<file path="src/rtl/cursor_mv_if.sv">
// Link between the cursor sequencer and the registered grid-movement block.
// The master drives the current position and strobes; the slave returns the next position.
interface cursor_mv_if #(
    parameter int unsigned CW = 3
) ();
    logic [CW-1:0] mv_iact;
    logic [CW-1:0] mv_jact;
    logic          mv_up;
    logic          mv_down;
    logic          mv_left;
    logic          mv_right;
    logic [CW-1:0] mv_inext;
    logic [CW-1:0] mv_jnext;
    logic          mv_valid;

    modport master (
        output mv_iact, mv_jact, mv_up, mv_down, mv_left, mv_right,
        input  mv_inext, mv_jnext, mv_valid
    );

    modport slave (
        input  mv_iact, mv_jact, mv_up, mv_down, mv_left, mv_right,
        output mv_inext, mv_jnext, mv_valid
    );
endinterface

</file>
<file path="src/rtl/cursor_ctrl.sv">
// Board cursor sequencer: edge-detects buttons, issues moves to the movement block,
// commits its one-cycle-late result and provides hold-to-repeat and select pulses.
module cursor_ctrl #(
    parameter int unsigned CW           = 3,
    parameter int unsigned START_I      = 0,
    parameter int unsigned START_J      = 0,
    parameter int unsigned REPEAT_DELAY = 8,
    parameter int unsigned REPEAT_RATE  = 4
) (
    input  logic          clk,
    input  logic          rst,
    input  logic          enable_i,
    input  logic          btn_up_i,
    input  logic          btn_down_i,
    input  logic          btn_left_i,
    input  logic          btn_right_i,
    input  logic          btn_sel_i,
    cursor_mv_if.master   mv,
    output logic [CW-1:0] cur_i_o,
    output logic [CW-1:0] cur_j_o,
    output logic          moved_o,
    output logic          blocked_o,
    output logic          sel_pulse_o,
    output logic          busy_o
);

    localparam int unsigned RepMax = (REPEAT_DELAY > REPEAT_RATE) ? REPEAT_DELAY : REPEAT_RATE;
    localparam int unsigned CntW   = $clog2(RepMax + 1);
    localparam logic [CntW-1:0] DelayLast = CntW'(REPEAT_DELAY - 1);
    localparam logic [CntW-1:0] RateLast  = CntW'(REPEAT_RATE - 1);
    localparam logic [CntW-1:0] CntMax    = '1;

    typedef enum logic [2:0] {StIdle, StIssue, StWait, StCommit, StHold} state_e;

    state_e        state_q, state_d;
    logic [3:0]    dir_q, dir_d;
    logic          first_q, first_d;
    logic [CntW-1:0] cnt_q, cnt_d;
    logic [CW-1:0] cur_i_q, cur_i_d, cur_j_q, cur_j_d;
    logic [CW-1:0] nxt_i_q, nxt_j_q;
    logic          nxt_v_q;
    logic          moved_q, moved_d, blocked_q, blocked_d;
    logic [3:0]    btn_q;
    logic          sel_q, sel_pend_q, sel_pend_d, sel_pulse_q, sel_pulse_d;

    logic [3:0] btn_now;
    logic [3:0] dir_now;
    logic       dir_rise;
    logic       sel_rise;
    logic       strobe_on;
    logic       sel_open;

    // Bit order {up, down, left, right}; opposite presses cancel on their axis.
    assign btn_now  = {btn_up_i, btn_down_i, btn_left_i, btn_right_i};
    assign dir_now  = {btn_up_i & ~btn_down_i, btn_down_i & ~btn_up_i,
                       btn_left_i & ~btn_right_i, btn_right_i & ~btn_left_i};
    assign dir_rise = |(btn_now & ~btn_q);
    assign sel_rise = btn_sel_i & ~sel_q & enable_i;

    assign strobe_on = (state_q == StIssue) || (state_q == StWait);
    assign sel_open  = (state_q == StIdle) || (state_q == StHold);

    always_comb begin
        state_d   = state_q;
        dir_d     = dir_q;
        first_d   = first_q;
        cnt_d     = cnt_q;
        cur_i_d   = cur_i_q;
        cur_j_d   = cur_j_q;
        moved_d   = 1'b0;
        blocked_d = 1'b0;
        unique case (state_q)
            StIdle: begin
                if (enable_i && dir_rise && (dir_now != 4'b0)) begin
                    dir_d   = dir_now;
                    first_d = 1'b1;
                    state_d = StIssue;
                end
            end
            StIssue: state_d = StWait;
            StWait:  state_d = StCommit;
            StCommit: begin
                if (nxt_v_q && ({nxt_i_q, nxt_j_q} != {cur_i_q, cur_j_q})) begin
                    cur_i_d = nxt_i_q;
                    cur_j_d = nxt_j_q;
                    moved_d = 1'b1;
                end else begin
                    blocked_d = 1'b1;
                end
                cnt_d   = '0;
                state_d = StHold;
            end
            StHold: begin
                if (!enable_i || (dir_now == 4'b0)) begin
                    state_d = StIdle;
                end else if (dir_now != dir_q) begin
                    dir_d   = dir_now;
                    first_d = 1'b1;
                    cnt_d   = '0;
                    state_d = StIssue;
                end else if (cnt_q >= (first_q ? DelayLast : RateLast)) begin
                    first_d = 1'b0;
                    cnt_d   = '0;
                    state_d = StIssue;
                end else if (cnt_q != CntMax) begin
                    cnt_d = cnt_q + 1'b1;
                end
            end
            default: state_d = StIdle;
        endcase
    end

    // A select seen while a move is in flight waits (depth 1) until IDLE/HOLD.
    always_comb begin
        sel_pulse_d = 1'b0;
        sel_pend_d  = sel_pend_q | sel_rise;
        if (sel_open) begin
            sel_pulse_d = sel_rise | sel_pend_q;
            sel_pend_d  = 1'b0;
        end
    end

    always_ff @(posedge clk) begin
        if (rst) begin
            state_q     <= StIdle;
            dir_q       <= 4'b0;
            first_q     <= 1'b0;
            cnt_q       <= '0;
            cur_i_q     <= CW'(START_I);
            cur_j_q     <= CW'(START_J);
            nxt_i_q     <= '0;
            nxt_j_q     <= '0;
            nxt_v_q     <= 1'b0;
            moved_q     <= 1'b0;
            blocked_q   <= 1'b0;
            btn_q       <= 4'b0;
            sel_q       <= 1'b0;
            sel_pend_q  <= 1'b0;
            sel_pulse_q <= 1'b0;
        end else begin
            state_q     <= state_d;
            dir_q       <= dir_d;
            first_q     <= first_d;
            cnt_q       <= cnt_d;
            cur_i_q     <= cur_i_d;
            cur_j_q     <= cur_j_d;
            moved_q     <= moved_d;
            blocked_q   <= blocked_d;
            btn_q       <= btn_now;
            sel_q       <= btn_sel_i;
            sel_pend_q  <= sel_pend_d;
            sel_pulse_q <= sel_pulse_d;
            if (state_q == StWait) begin
                nxt_i_q <= mv.mv_inext;
                nxt_j_q <= mv.mv_jnext;
                nxt_v_q <= mv.mv_valid;
            end
        end
    end

    assign mv.mv_iact  = cur_i_q;
    assign mv.mv_jact  = cur_j_q;
    assign mv.mv_up    = strobe_on & dir_q[3];
    assign mv.mv_down  = strobe_on & dir_q[2];
    assign mv.mv_left  = strobe_on & dir_q[1];
    assign mv.mv_right = strobe_on & dir_q[0];

    assign cur_i_o     = cur_i_q;
    assign cur_j_o     = cur_j_q;
    assign moved_o     = moved_q;
    assign blocked_o   = blocked_q;
    assign sel_pulse_o = sel_pulse_q;
    assign busy_o      = strobe_on;

endmodule

</file>
<file path="src/flat_wrapper.sv">
// flat-port wrapper written by rule: the top's interface ports become plain ports
module cursor_ctrl_flat 
#(
    parameter int unsigned CW           = 3,
    parameter int unsigned START_I      = 0,
    parameter int unsigned START_J      = 0,
    parameter int unsigned REPEAT_DELAY = 8,
    parameter int unsigned REPEAT_RATE  = 4
)
  (clk, rst, enable_i, btn_up_i, btn_down_i, btn_left_i, btn_right_i, btn_sel_i, cur_i_o, cur_j_o, moved_o, blocked_o, sel_pulse_o, busy_o, mv_mv_iact, mv_mv_jact, mv_mv_up, mv_mv_down, mv_mv_left, mv_mv_right, mv_mv_inext, mv_mv_jnext, mv_mv_valid);
  cursor_mv_if #(.CW(CW)) mv_i ();
  input  logic clk;
  input  logic rst;
  input  logic enable_i;
  input  logic btn_up_i;
  input  logic btn_down_i;
  input  logic btn_left_i;
  input  logic btn_right_i;
  input  logic btn_sel_i;
  output logic [CW-1:0] cur_i_o;
  output logic [CW-1:0] cur_j_o;
  output logic moved_o;
  output logic blocked_o;
  output logic sel_pulse_o;
  output logic busy_o;
  output wire logic [$bits(mv_i.mv_iact)-1:0] mv_mv_iact;
  output wire logic [$bits(mv_i.mv_jact)-1:0] mv_mv_jact;
  output wire logic [$bits(mv_i.mv_up)-1:0] mv_mv_up;
  output wire logic [$bits(mv_i.mv_down)-1:0] mv_mv_down;
  output wire logic [$bits(mv_i.mv_left)-1:0] mv_mv_left;
  output wire logic [$bits(mv_i.mv_right)-1:0] mv_mv_right;
  input wire logic [$bits(mv_i.mv_inext)-1:0] mv_mv_inext;
  input wire logic [$bits(mv_i.mv_jnext)-1:0] mv_mv_jnext;
  input wire logic [$bits(mv_i.mv_valid)-1:0] mv_mv_valid;
  assign mv_mv_iact = mv_i.mv_iact;
  assign mv_mv_jact = mv_i.mv_jact;
  assign mv_mv_up = mv_i.mv_up;
  assign mv_mv_down = mv_i.mv_down;
  assign mv_mv_left = mv_i.mv_left;
  assign mv_mv_right = mv_i.mv_right;
  assign mv_i.mv_inext = mv_mv_inext;
  assign mv_i.mv_jnext = mv_mv_jnext;
  assign mv_i.mv_valid = mv_mv_valid;
  cursor_ctrl #(.CW(CW), .START_I(START_I), .START_J(START_J), .REPEAT_DELAY(REPEAT_DELAY), .REPEAT_RATE(REPEAT_RATE)) u_core (.clk(clk), .rst(rst), .enable_i(enable_i), .btn_up_i(btn_up_i), .btn_down_i(btn_down_i), .btn_left_i(btn_left_i), .btn_right_i(btn_right_i), .btn_sel_i(btn_sel_i), .mv(mv_i), .cur_i_o(cur_i_o), .cur_j_o(cur_j_o), .moved_o(moved_o), .blocked_o(blocked_o), .sel_pulse_o(sel_pulse_o), .busy_o(busy_o));
endmodule
</file>
<file path="config.mk">
export PLATFORM = sky130hd
export DESIGN_NAME = cursor_ctrl_flat
export DESIGN_NICKNAME = d
export VERILOG_FILES = /design/src/rtl/cursor_mv_if.sv /design/src/rtl/cursor_ctrl.sv /design/src/flat_wrapper.sv
export SDC_FILE = /design/constraint.sdc
export NUM_CORES = 1
export LEC_CHECK = 0
export BUFFER_PORTS_ARGS = -buffer_cell sky130_fd_sc_hd__buf_2
export CAP_MARGIN = 20
export CORE_ASPECT_RATIO = 2
export CORE_UTILIZATION = 57
export DETAILED_ROUTE_END_ITERATION = 7
export GPL_ROUTABILITY_DRIVEN = 0
export PLACE_DENSITY_LB_ADDON = 0.1
export SLEW_MARGIN = 15
export SYNTH_ARGS = -nofsm -noshare
export SYNTH_HDL_FRONTEND = slang
export SYNTH_SLANG_ARGS = --single-unit
</file>
<file path="constraint.sdc">
create_clock -name clk -period 5.8 [get_ports clk]
set_clock_uncertainty 0.2 [all_clocks]
set_input_delay 0.29 -clock clk [delete_from_list [all_inputs] [get_ports clk]]
set_output_delay 0.29 -clock clk [all_outputs]
set_load 0.01 [all_outputs]
</file>
== Word level (Yosys, flattened, before mapping) ==
Index checks and enable logic that the tools add are counted.

* Bitwise logic cells: 20
* Mux-type cells: 22
* Equal/unequal tests: 13
* Add/subtract/negate cells: 1
* Magnitude comparators: 1
* Reductions and logical operators: 21

{| class="wikitable"
|+ Operators with widths
! cell !! number
|-
| 4-bit 2-to-1 mux || 7
|-
| 4-bit one-hot mux with 2 select lines || 2
|-
| 3-bit 2-to-1 mux || 5
|-
| 3-bit one-hot mux with 5 select lines || 1
|-
| 4-bit != test (second input constant) || 3
|-
| 1-bit AND || 10
|-
| 4-bit AND reduction || 2
|-
| 1-bit NOT || 7
|-
| 3-bit by 2-bit == test with 1-bit output (second input constant) || 2
|-
| 1-bit 2-to-1 mux || 6
|-
| 2-bit != test (second input constant) || 3
|-
| 6-bit != test || 1
|-
| 2-bit OR reduction || 3
|-
| 4-bit by 1-bit adder with 4-bit output (second input constant) || 1
|-
| 4-bit AND || 1
|-
| 4-bit greater-or-equal comparator || 1
|-
| 4-bit zero test || 1
|-
| 4-bit != test || 1
|-
| 4-bit NOT || 1
|-
| 2-bit AND reduction || 2
|-
| 2-bit nonzero test || 2
|-
| 4-bit nonzero test || 1
|-
| 4-bit OR reduction || 1
|-
| 3-bit by 1-bit == test with 1-bit output (second input constant) || 1
|-
| 9 further kinds || 13
|}

* Input bits: 15
* Word-level logic and storage cells: 93
* Output and inout port bits: 20
* Register bits after elaboration: 34

== Logic depth before layout (Yosys ltp) ==
Gate-level depths: netlist of the first run.

* Depth after elaboration: 7
* Mapped depth: 7
* Depth with buffers taken out: 7

== Least setup slack after synthesis of the first run ==
Ideal clock, no wire load.

* Path type: register -> register
* Start point: register u_core.first_q
* End point: register u_core.cnt_q[3]
* Data required time: 5.529 ns
* Path buffers: 0
* Arrival: 1.678 ns
* Setup time: 0.071 ns
* Clock period less this slack: 1.949 ns
* Path slack: 3.851 ns
* Cell stages (with the launch flop): 8
* Cells stage by stage: dfxtp_1 inv_1 ha_1 a211o_1 nor3_1 nand4_1 or3b_1 a21oi_1

* Longest elaborated chain between the ends: 6
* Elaborated cells on any way between the ends: 8
* Classes of those cells: order compare (1); eq/ne (1); mux (5); reduce/logical (1)

{| class="wikitable"
|+ RTL lines
! item !! line !! text
|-
| start, declared || cursor_ctrl.sv:37 || <nowiki>logic first_q, first_d;</nowiki>
|-
| start signal, assigned || cursor_ctrl.sv:143 || <nowiki>first_q <= first_d;</nowiki>
|-
| 3-bit 2-to-1 mux * || cursor_ctrl.sv:101 || <nowiki>end else if (cnt_q >= (first_q ? DelayLast : RateLast)) begin</nowiki>
|-
| 4-bit greater-or-equal comparator * || cursor_ctrl.sv:101 ||
|-
| 4-bit 2-to-1 mux || cursor_ctrl.sv:101 ||
|-
| 4-bit 2-to-1 mux || cursor_ctrl.sv:96 || <nowiki>end else if (dir_now != dir_q) begin</nowiki>
|-
| 4-bit 2-to-1 mux || cursor_ctrl.sv:94 || <nowiki>if (!enable_i || (dir_now == 4'b0)) begin</nowiki>
|-
| 4-bit one-hot mux with 2 select lines || cursor_ctrl.sv:72 || <nowiki>unique case (state_q)</nowiki>
|-
| end signal, assigned || cursor_ctrl.sv:144 || <nowiki>cnt_q <= cnt_d;</nowiki>
|-
| end, declared || cursor_ctrl.sv:38 || <nowiki>logic [CntW-1:0] cnt_q, cnt_d;</nowiki>
|}

Every way passes the cells marked *; elsewhere a longest branch is shown, timed or not. The select of a mux whose other input is x is not followed.
A chain may end at the register's enable or synchronous reset.

== Worst setup path in the final report of the first run ==
* Start point: register u_core.cnt_q[2]
* End point: register u_core.cnt_q[3]

* Longest elaborated chain between the ends: 6
* Elaborated cells on any way between the ends: 10
* Classes of those cells: add/sub (1); order compare (1); eq/ne (2); mux (5); reduce/logical (1)

{| class="wikitable"
|+ RTL lines
! item !! line !! text
|-
| 4-bit by 1-bit adder with 4-bit output || cursor_ctrl.sv:106 || <nowiki>cnt_d = cnt_q + 1'b1;</nowiki>
|-
| 4-bit 2-to-1 mux || cursor_ctrl.sv:105 || <nowiki>end else if (cnt_q != CntMax) begin</nowiki>
|-
| 4-bit 2-to-1 mux || cursor_ctrl.sv:101 ||
|-
| 4-bit 2-to-1 mux || cursor_ctrl.sv:96 ||
|-
| 4-bit 2-to-1 mux || cursor_ctrl.sv:94 ||
|-
| 4-bit one-hot mux with 2 select lines || cursor_ctrl.sv:72 ||
|}

Several ways; a longest one is shown, not always the timed one. The select of a mux whose other input is x is not followed.

==> results of run 1 <==
==> cell usage in the layout (no fill, tap or decap), types with 2 or more instances in the layout <==
| cell type | netlist | final |
|---|---|---|
| mux2i_1 | 18 | 18 |
| nor3_1 | 3 | 3 |
| a21oi_1 | 4 | 4 |
| ha_1 | 6 | 6 |
| nand2b_1 | 11 | 11 |
| inv_1 | 6 | 6 |
| a211oi_1 | 2 | 2 |
| nor2_1 | 28 | 28 |
| clkinv_2 | 0 | 2 |
| and2_1 | 3 | 3 |
| a31oi_1 | 2 | 2 |
| nand2_1 | 3 | 3 |
| dfxtp_1 | 34 | 34 |
| nor2b_1 | 2 | 2 |
| nor3b_1 | 2 | 2 |
| clkbuf_8 | 0 | 5 |
| buf_2 | 3 | 34 |
| xor2_1 | 10 | 10 |
| and3b_1 | 2 | 2 |
==> routing by layer <==
metal	global-route usage, %	part of all wire [%]	vias to the layer above
li1	-	-	625
met1	22.6	38	555
met2	43.9	57	31
met3	5.14	3.7	6
met4	9.31	1.9	0
met5	0	0	-
==> power groups by stage <==
stage	Sequential, mW	Clock [mW]	Combinational [mW]
after global routing	0.252	0.173	0.0661
after detailed placement	0.255	0	0.0593
after CTS	0.250	0.163	0.0598
final	0.250	0.158	0.0588
after global placement	0.255	0	0.0575
after floorplan	0.251	0	0.0458
==> worst max-delay path by stage <==
stage | from | slack (ps) | end
after global routing | u_core.cnt_q[2] | 3490 | u_core.cnt_q[3]
after CTS | u_core.first_q | 3670 | u_core.cnt_q[3]
after floorplan | u_core.first_q | 3850 | u_core.cnt_q[3]
final | u_core.cnt_q[2] | 3660 | u_core.cnt_q[3]
after global placement | btn_left_i | 3600 | u_core.cnt_q[3]
after detailed placement | btn_left_i | 3570 | u_core.cnt_q[3]
==> synthesized netlist by cell type (all sizes together) (2+ instances only) <==
cell,number,area [um^2]
mux2i,18,180
buf,11,67.6
nand2b,11,68.8
a31oi,3,25.0
nor3,3,15.0
dfxtp,34,681
a211oi,2,15.0
and3,2,17.5
ha,6,75.1
xor2,10,87.6
nand2,3,11.3
and3b,2,17.5
clkbuf,2,7.51
nor2,28,105
nor2b,2,12.5
a21oi,4,20.0
nor3b,2,15.0
inv,6,22.5
and2,5,35.0
==> sequential cells by signal, summed over array words and instances (netlist names) <==
name and flops:
u_core.first_q 1, u_core.sel_pend_q 1, u_core.moved_o 1, u_core.nxt_j_q 3
u_core.cur_i_o 3, u_core.nxt_v_q 1, u_core.cnt_q 4, u_core.state_q 3
u_core.blocked_o 1, u_core.sel_q 1, u_core.nxt_i_q 3, u_core.sel_pulse_o 1
u_core.cur_j_o 3, u_core.dir_q 4, u_core.btn_q 4
==> stage by stage <==
step	cells	instance area [um^2]	worst slack, ps	total power, mW
2_1_floorplan	171	1630	3850	0.297
3_3_place_gp	222	1770	3600	0.312
3_5_place_dp	222	1770	3570	0.315
4_1_cts	229	1840	3670	0.472
5_1_grt	229	1840	3490	0.491
6_report	229	1840	3660	0.467
==> critical path, delay by kind of cell (launching register included) <==
family | cells | cell delay (ps)
compound gates | 2 | 420
flops | 1 | 340
simple gates | 3 | 800
fa+ha+maj | 1 | 310
==> cell families after synthesis <==
family,share of synthesized area [%]
xor+xnor,5.92
fa+ha+maj,4.62
buf+inv,6.00
mux,11.1
simple gates,23.1
flops,41.8
compound gates,7.46
==> area by class of cell <==
type | instances | area (um^2) | share of cell area (%)
inverters | 6 | 22.5 | 1.22
clock buffers | 5 | 68.8 | 3.73
multi-input cells | 118 | 848 | 46.0
repair buffers | 35 | 178 | 9.63
well taps | 29 | 36.3 | 1.97
clock inverters | 2 | 10.0 | 0.543
flip-flops and latches | 34 | 681 | 36.9
==> results.tsv, run 1 <==
stage	metric	value	unit
logic_synthesis	netlist_area	1630	um^2
critical_path	endpoint_kind	flop	
detailed_routing	drt_iter0_drc	12	
worst_hold_path	worstHoldStart	btn_sel_i	
critical_path	reg2regPathDepth	6	
critical_path	slowest_delay	380	ps
die	initial_core_util	59.4	%
critical_path	regToRegStartpoint	u_core.cnt_q[2]	
logic_synthesis	synth_edf_count	0	
cells_and_area	final_nets	221	
clock_tree	cts_sinks	34	
cells_and_area	area.growth.synth_to_final	13.4	%
detailed_routing	ant_nets	0	
detailed_routing	drc	0	
clock_tree	clockRootBuffer	clkbuf_8	
global_routing	grt_max_degree	37	
critical_path	critPathSlowestCell	or3b_1	
logic_synthesis	synth_area_per_cell	9.51	um^2
sta	min_period	2140	ps
critical_path	start_kind	flop	
clock_tree	cts_resized	0	
cells_and_area	antenna_cells	0	
sta	period_share	36.8	%
worst_hold_path	worstHoldPathCells	2	
sta	whs	42.9	ps
clock_tree	cts_buffer_depth	2	
global_routing	grt_use_total	23.7	%
clock_tree	postCtsSetupBuffers	0	
logic_synthesis	async_flop_share	0	%
logic_synthesis	ys_ff_latch	34	
critical_path	cp_cell_sequence	ha_1 > a211o_1 > nor3_1 > nand4_1 > or3b_1 > a21oi_1	
die	dieWidth	39.8	um
status	status	finished, final reports clean	
detailed_routing	drt_pass1_iterations	5	
logic_synthesis	synth-seq-area-share	41.8	%
global_routing	grt_pass1_wl	5210	um
power_and_ir_drop	powerDensity	253	nW/um^2
power_and_ir_drop	pwr-share-seq	53.5	%
power_and_ir_drop	internal_power	0.349	mW
power_and_ir_drop	p_sw	0.118	mW
logic_synthesis	syn_inst	171	
detailed_routing	vias	1217	
die	pin_count	35	
die	die_area	3080	um^2
sta	setup-tns-final	0	ps
sta	finalHoldViolations	0	
critical_path	crit_fanout	4	
clock_tree	clock_latency	280	ps
cells_and_area	final_util	67.4	%
power_and_ir_drop	clockPowerShare	33.9	%
critical_path	rrSetupSlack	3660	ps
sta	relSlewSlack	60.9	%
logic_synthesis	synthFlopType	dfxtp_1	
power_and_ir_drop	swShare	25.3	%
sta	worst_pin_slew	587	ps
detailed_routing	avgRoutedWirePerCell	13.2	um
worst_hold_path	hold_class	in -> reg	
clock_tree	cts_buffers	5	
die	die_h	77.5	um
worst_hold_path	min_to	u_core.sel_q	
cells_and_area	fillers	237	
power_and_ir_drop	leakage	0.859	nW
die	coreArea	2740	um^2
power_and_ir_drop	ir_worst_vdd	0.000206	V
clock_tree	cts_tree	built	
detailed_routing	viasPerCell	5.31	
clock_tree	cts_hold_repair.buffers	0	
cells_and_area	drive_above_1_share	24.0	%
critical_path	cp_data_required_time	5800	ps
critical_path	worstSetupPathType	reg -> reg	
critical_path	arrival	2140	ps
job	cap_viol_max_count	0	
power_and_ir_drop	comb_power_share	12.6	%
sta	max_freq	468	MHz
sta	finalMaxSlewViolations	0	
placed_design	dp.final_hpwl	2320	um
sta	rsz0062_at_grt	no	
global_routing	grt_overflow_total	0	
global_routing	grt_pass1_vias	1261	
placed_design	port_buffers	34	
logic_synthesis	yosysWarnings	0	
logic_synthesis	syn_nets	192	
logic_synthesis	synth_cell_types	42	
global_routing	antenna_found_initial	0	
die	row_count	27	
clock_tree	clk_pin_slew_worst_paths	70	ps
sta	finalSetupViolCount	0	
critical_path	rr_endpoint	u_core.cnt_q[3]	
detailed_routing	wirelength	3030	um
clock_tree	cts_max_level	2	
Note: power is estimated with default switching activity, not from simulation.
==> run 2, diff against run 1 <==
- CORE_UTILIZATION: 57 -> 53
- clock period: 5.8 -> 2.2 ns (I/O delays scaled with it)
==> results.tsv, run 2 (synthesis gave the netlist of run 1 again) <==
stage	metric	value	unit	change
detailed_routing	vias	1314		was 1217
critical_path	worstSetupPathType	reg -> reg		unchanged
worst_hold_path	worstHoldStart	enable_i		was btn_sel_i
power_and_ir_drop	leakage	0.936	nW	was 0.859 nW
critical_path	path_delay_family	simple AND/OR/NAND/NOR gates		unchanged
die	die_area	3310	um^2	was 3080 um^2
critical_path	crit_buf_inv	0		unchanged
cells_and_area	layout_common_cells	buf_2, dfxtp_1, nor2_1		unchanged
critical_path	arrival	2050	ps	was 2140 ps
detailed_routing	drc	0		unchanged
critical_path	slowest_delay	390	ps	was 380 ps
critical_path	cp_cell_sequence	ha_1 > a211o_1 > nor3_2 > nand4_1 > or3b_1 > a21oi_1		was ha_1 > a211o_1 > nor3_1 > nand4_1 > or3b_1 > a21oi_1
sta	setup-tns-final	0	ps	unchanged
cells_and_area	multi_input_area	853	um^2	was 848 um^2
power_and_ir_drop	powerDensity	651	nW/um^2	was 253 nW/um^2
die	dieWidth	41.2	um	was 39.8 um
clock_tree	cts_sinks	34		unchanged
clock_tree	cts_buffer_depth	2		unchanged
cells_and_area	drive_above_1_share	24.4	%	was 24.0%
sta	worst_pin_slew	576	ps	was 587 ps
critical_path	crit_path_start	u_core.cnt_q[2]		unchanged
global_routing	grt_pass1_wl	5470	um	was 5210 um
die	coreArea	2940	um^2	was 2740 um^2
clock_tree	clockRootBuffer	clkbuf_8		unchanged
critical_path	path_depth	6		unchanged
die	pin_count	35		unchanged
sta	whs	98.6	ps	was 42.9 ps
clock_tree	cts_buffers	5		unchanged
global_routing	grt_pass1_vias	1301		was 1261
critical_path	reg2regPathDepth	6		unchanged
detailed_routing	drt_pass1_iterations	4		was 5
critical_path	start_kind	flop		unchanged
global_routing	antenna_found_initial	0		unchanged
cells_and_area	seqCellArea	681	um^2	unchanged
clock_tree	clk_pin_slew_worst_paths	70	ps	about the same
sta	finalHoldViolations	0		unchanged
cells_and_area	area.growth.synth_to_final	23.8	%	was 13.4%
critical_path	critPathSlowestCell	or3b_1		unchanged
worst_hold_path	hold_class	in -> reg		unchanged
detailed_routing	ant_nets	0		unchanged
clock_tree	cts_max_level	2		unchanged
critical_path	crit_fanout	4		unchanged
detailed_routing	avgRoutedWirePerCell	13.2	um	about the same
critical_path	regToRegStartpoint	u_core.cnt_q[2]		unchanged
cells_and_area	fillers	258		was 237
placed_design	port_buffers	34		unchanged
cells_and_area	reg.largest.list	u_core.btn_q x4, u_core.cnt_q x4, u_core.dir_q x4		unchanged
clock_tree	cts_tree	built		unchanged
critical_path	cp_data_required_time	2210	ps	was 5800 ps
critical_path	endpoint_kind	flop		unchanged
die	initial_core_util	55.3	%	was 59.4%
placed_design	dp.final_hpwl	2460	um	was 2320 um
die	die_h	80.3	um	was 77.5 um
job	cap_viol_max_count	0		unchanged
sta	relSlewSlack	61.6	%	was 60.9%
sta	max_freq	489	MHz	was 468 MHz
die	row_count	28		was 27
global_routing	grt_max_degree	37		unchanged
worst_hold_path	worstHoldPathCells	4		was 2
detailed_routing	drt_iter0_drc	16		was 12
sta	rsz0062_at_grt	no		unchanged
status	status	finished, final reports clean		unchanged
detailed_routing	viasPerCell	5.32		was 5.31
clock_tree	clock_latency	280	ps	about the same
sta	finalMaxSlewViolations	0		unchanged
sta	period_share	92.9	%	was 36.8%
detailed_routing	wirelength	3260	um	was 3030 um
critical_path	rrSetupSlack	160	ps	was 3660 ps
sta	min_period	2040	ps	was 2140 ps
sta	finalSetupViolCount	0		unchanged
cells_and_area	antenna_cells	0		unchanged
power_and_ir_drop	ir_worst_vdd	0.000563	V	was 0.000206 V
cells_and_area	final_nets	237		was 221
global_routing	grt_use_total	24.3	%	was 23.7%
global_routing	grt_overflow_total	0		unchanged
[run 2: cell count changes in the layout (fill, tap and decap cells not counted)]
cell / previous run / this run
clkbuf_1: 0 / 1
nor3_1: 3 / 2
dlygate4sd3_1: 0 / 12
clkbuf_8: 5 / 6
clkinv_2: 2 / 1
nor3_2: 0 / 1
buf_4: 1 / 5
[run 2: stage by stage]
step	area [um^2]	util, %	std cells	setup slack [ps]	power [mW]
6_report	2010	68.4	247	156	1.31
5_1_grt	2010	68.4	247	73.0	1.37
4_1_cts	2010	68.2	247	44.8	1.32
3_5_place_dp	1800	61.1	227	52.0	0.840
3_3_place_gp	1800	61.1	227	157	0.832
2_1_floorplan	1630	-	171	251	0.783
[run 2: repair_timing]
| action | 4_1_cts | 5_1_grt |
|---|---|---|
| hold buffers | 12 | 0 |
| setup buffers | 0 | 0 |
| gates resized for setup | 0 | 1 |
| endpoints found under the hold margin | 12 | 0 |
| endpoints found under the setup margin | 0 | 1 |
[run 2: metal layers]
layer	GRT usage [%]	routed length, um	up-vias
li1	-	-	658
met1	22.7	1170	623
met2	44.8	1940	27
met3	6.91	102	6
met4	8.39	53	0
met5	0	0	-
[run 2: layout make-up]
cell class,count,area share (%)
Clock buffer,7,4.29
Clock inverter,1,0.249
Inverter,6,1.12
Multi-Input combinational cell,118,42.4
Sequential cell,34,33.8
Tap cell,30,1.86
Timing Repair Buffer,51,16.3
[run 2: report_power, final]
group          switching, mW  internal (mW)  leakage [nW]  total [mW]
sequential            0.0171          0.639         0.276       0.656
clock                  0.216          0.252        0.0482       0.468
combinational         0.0957         0.0910         0.611       0.187
total                  0.328          0.982         0.936        1.31
[run 2: worst min-delay path: stages]
cell and delay, ps:
buf_2 100, and3b_1 150, o21bai_1 80, nor2_1 90
[run 2: final timing paths]
path | end
max | u_core.cnt_q[3]
min | u_core.sel_pend_q
max reg2reg | u_core.cnt_q[3]
min reg2reg | u_core.first_q
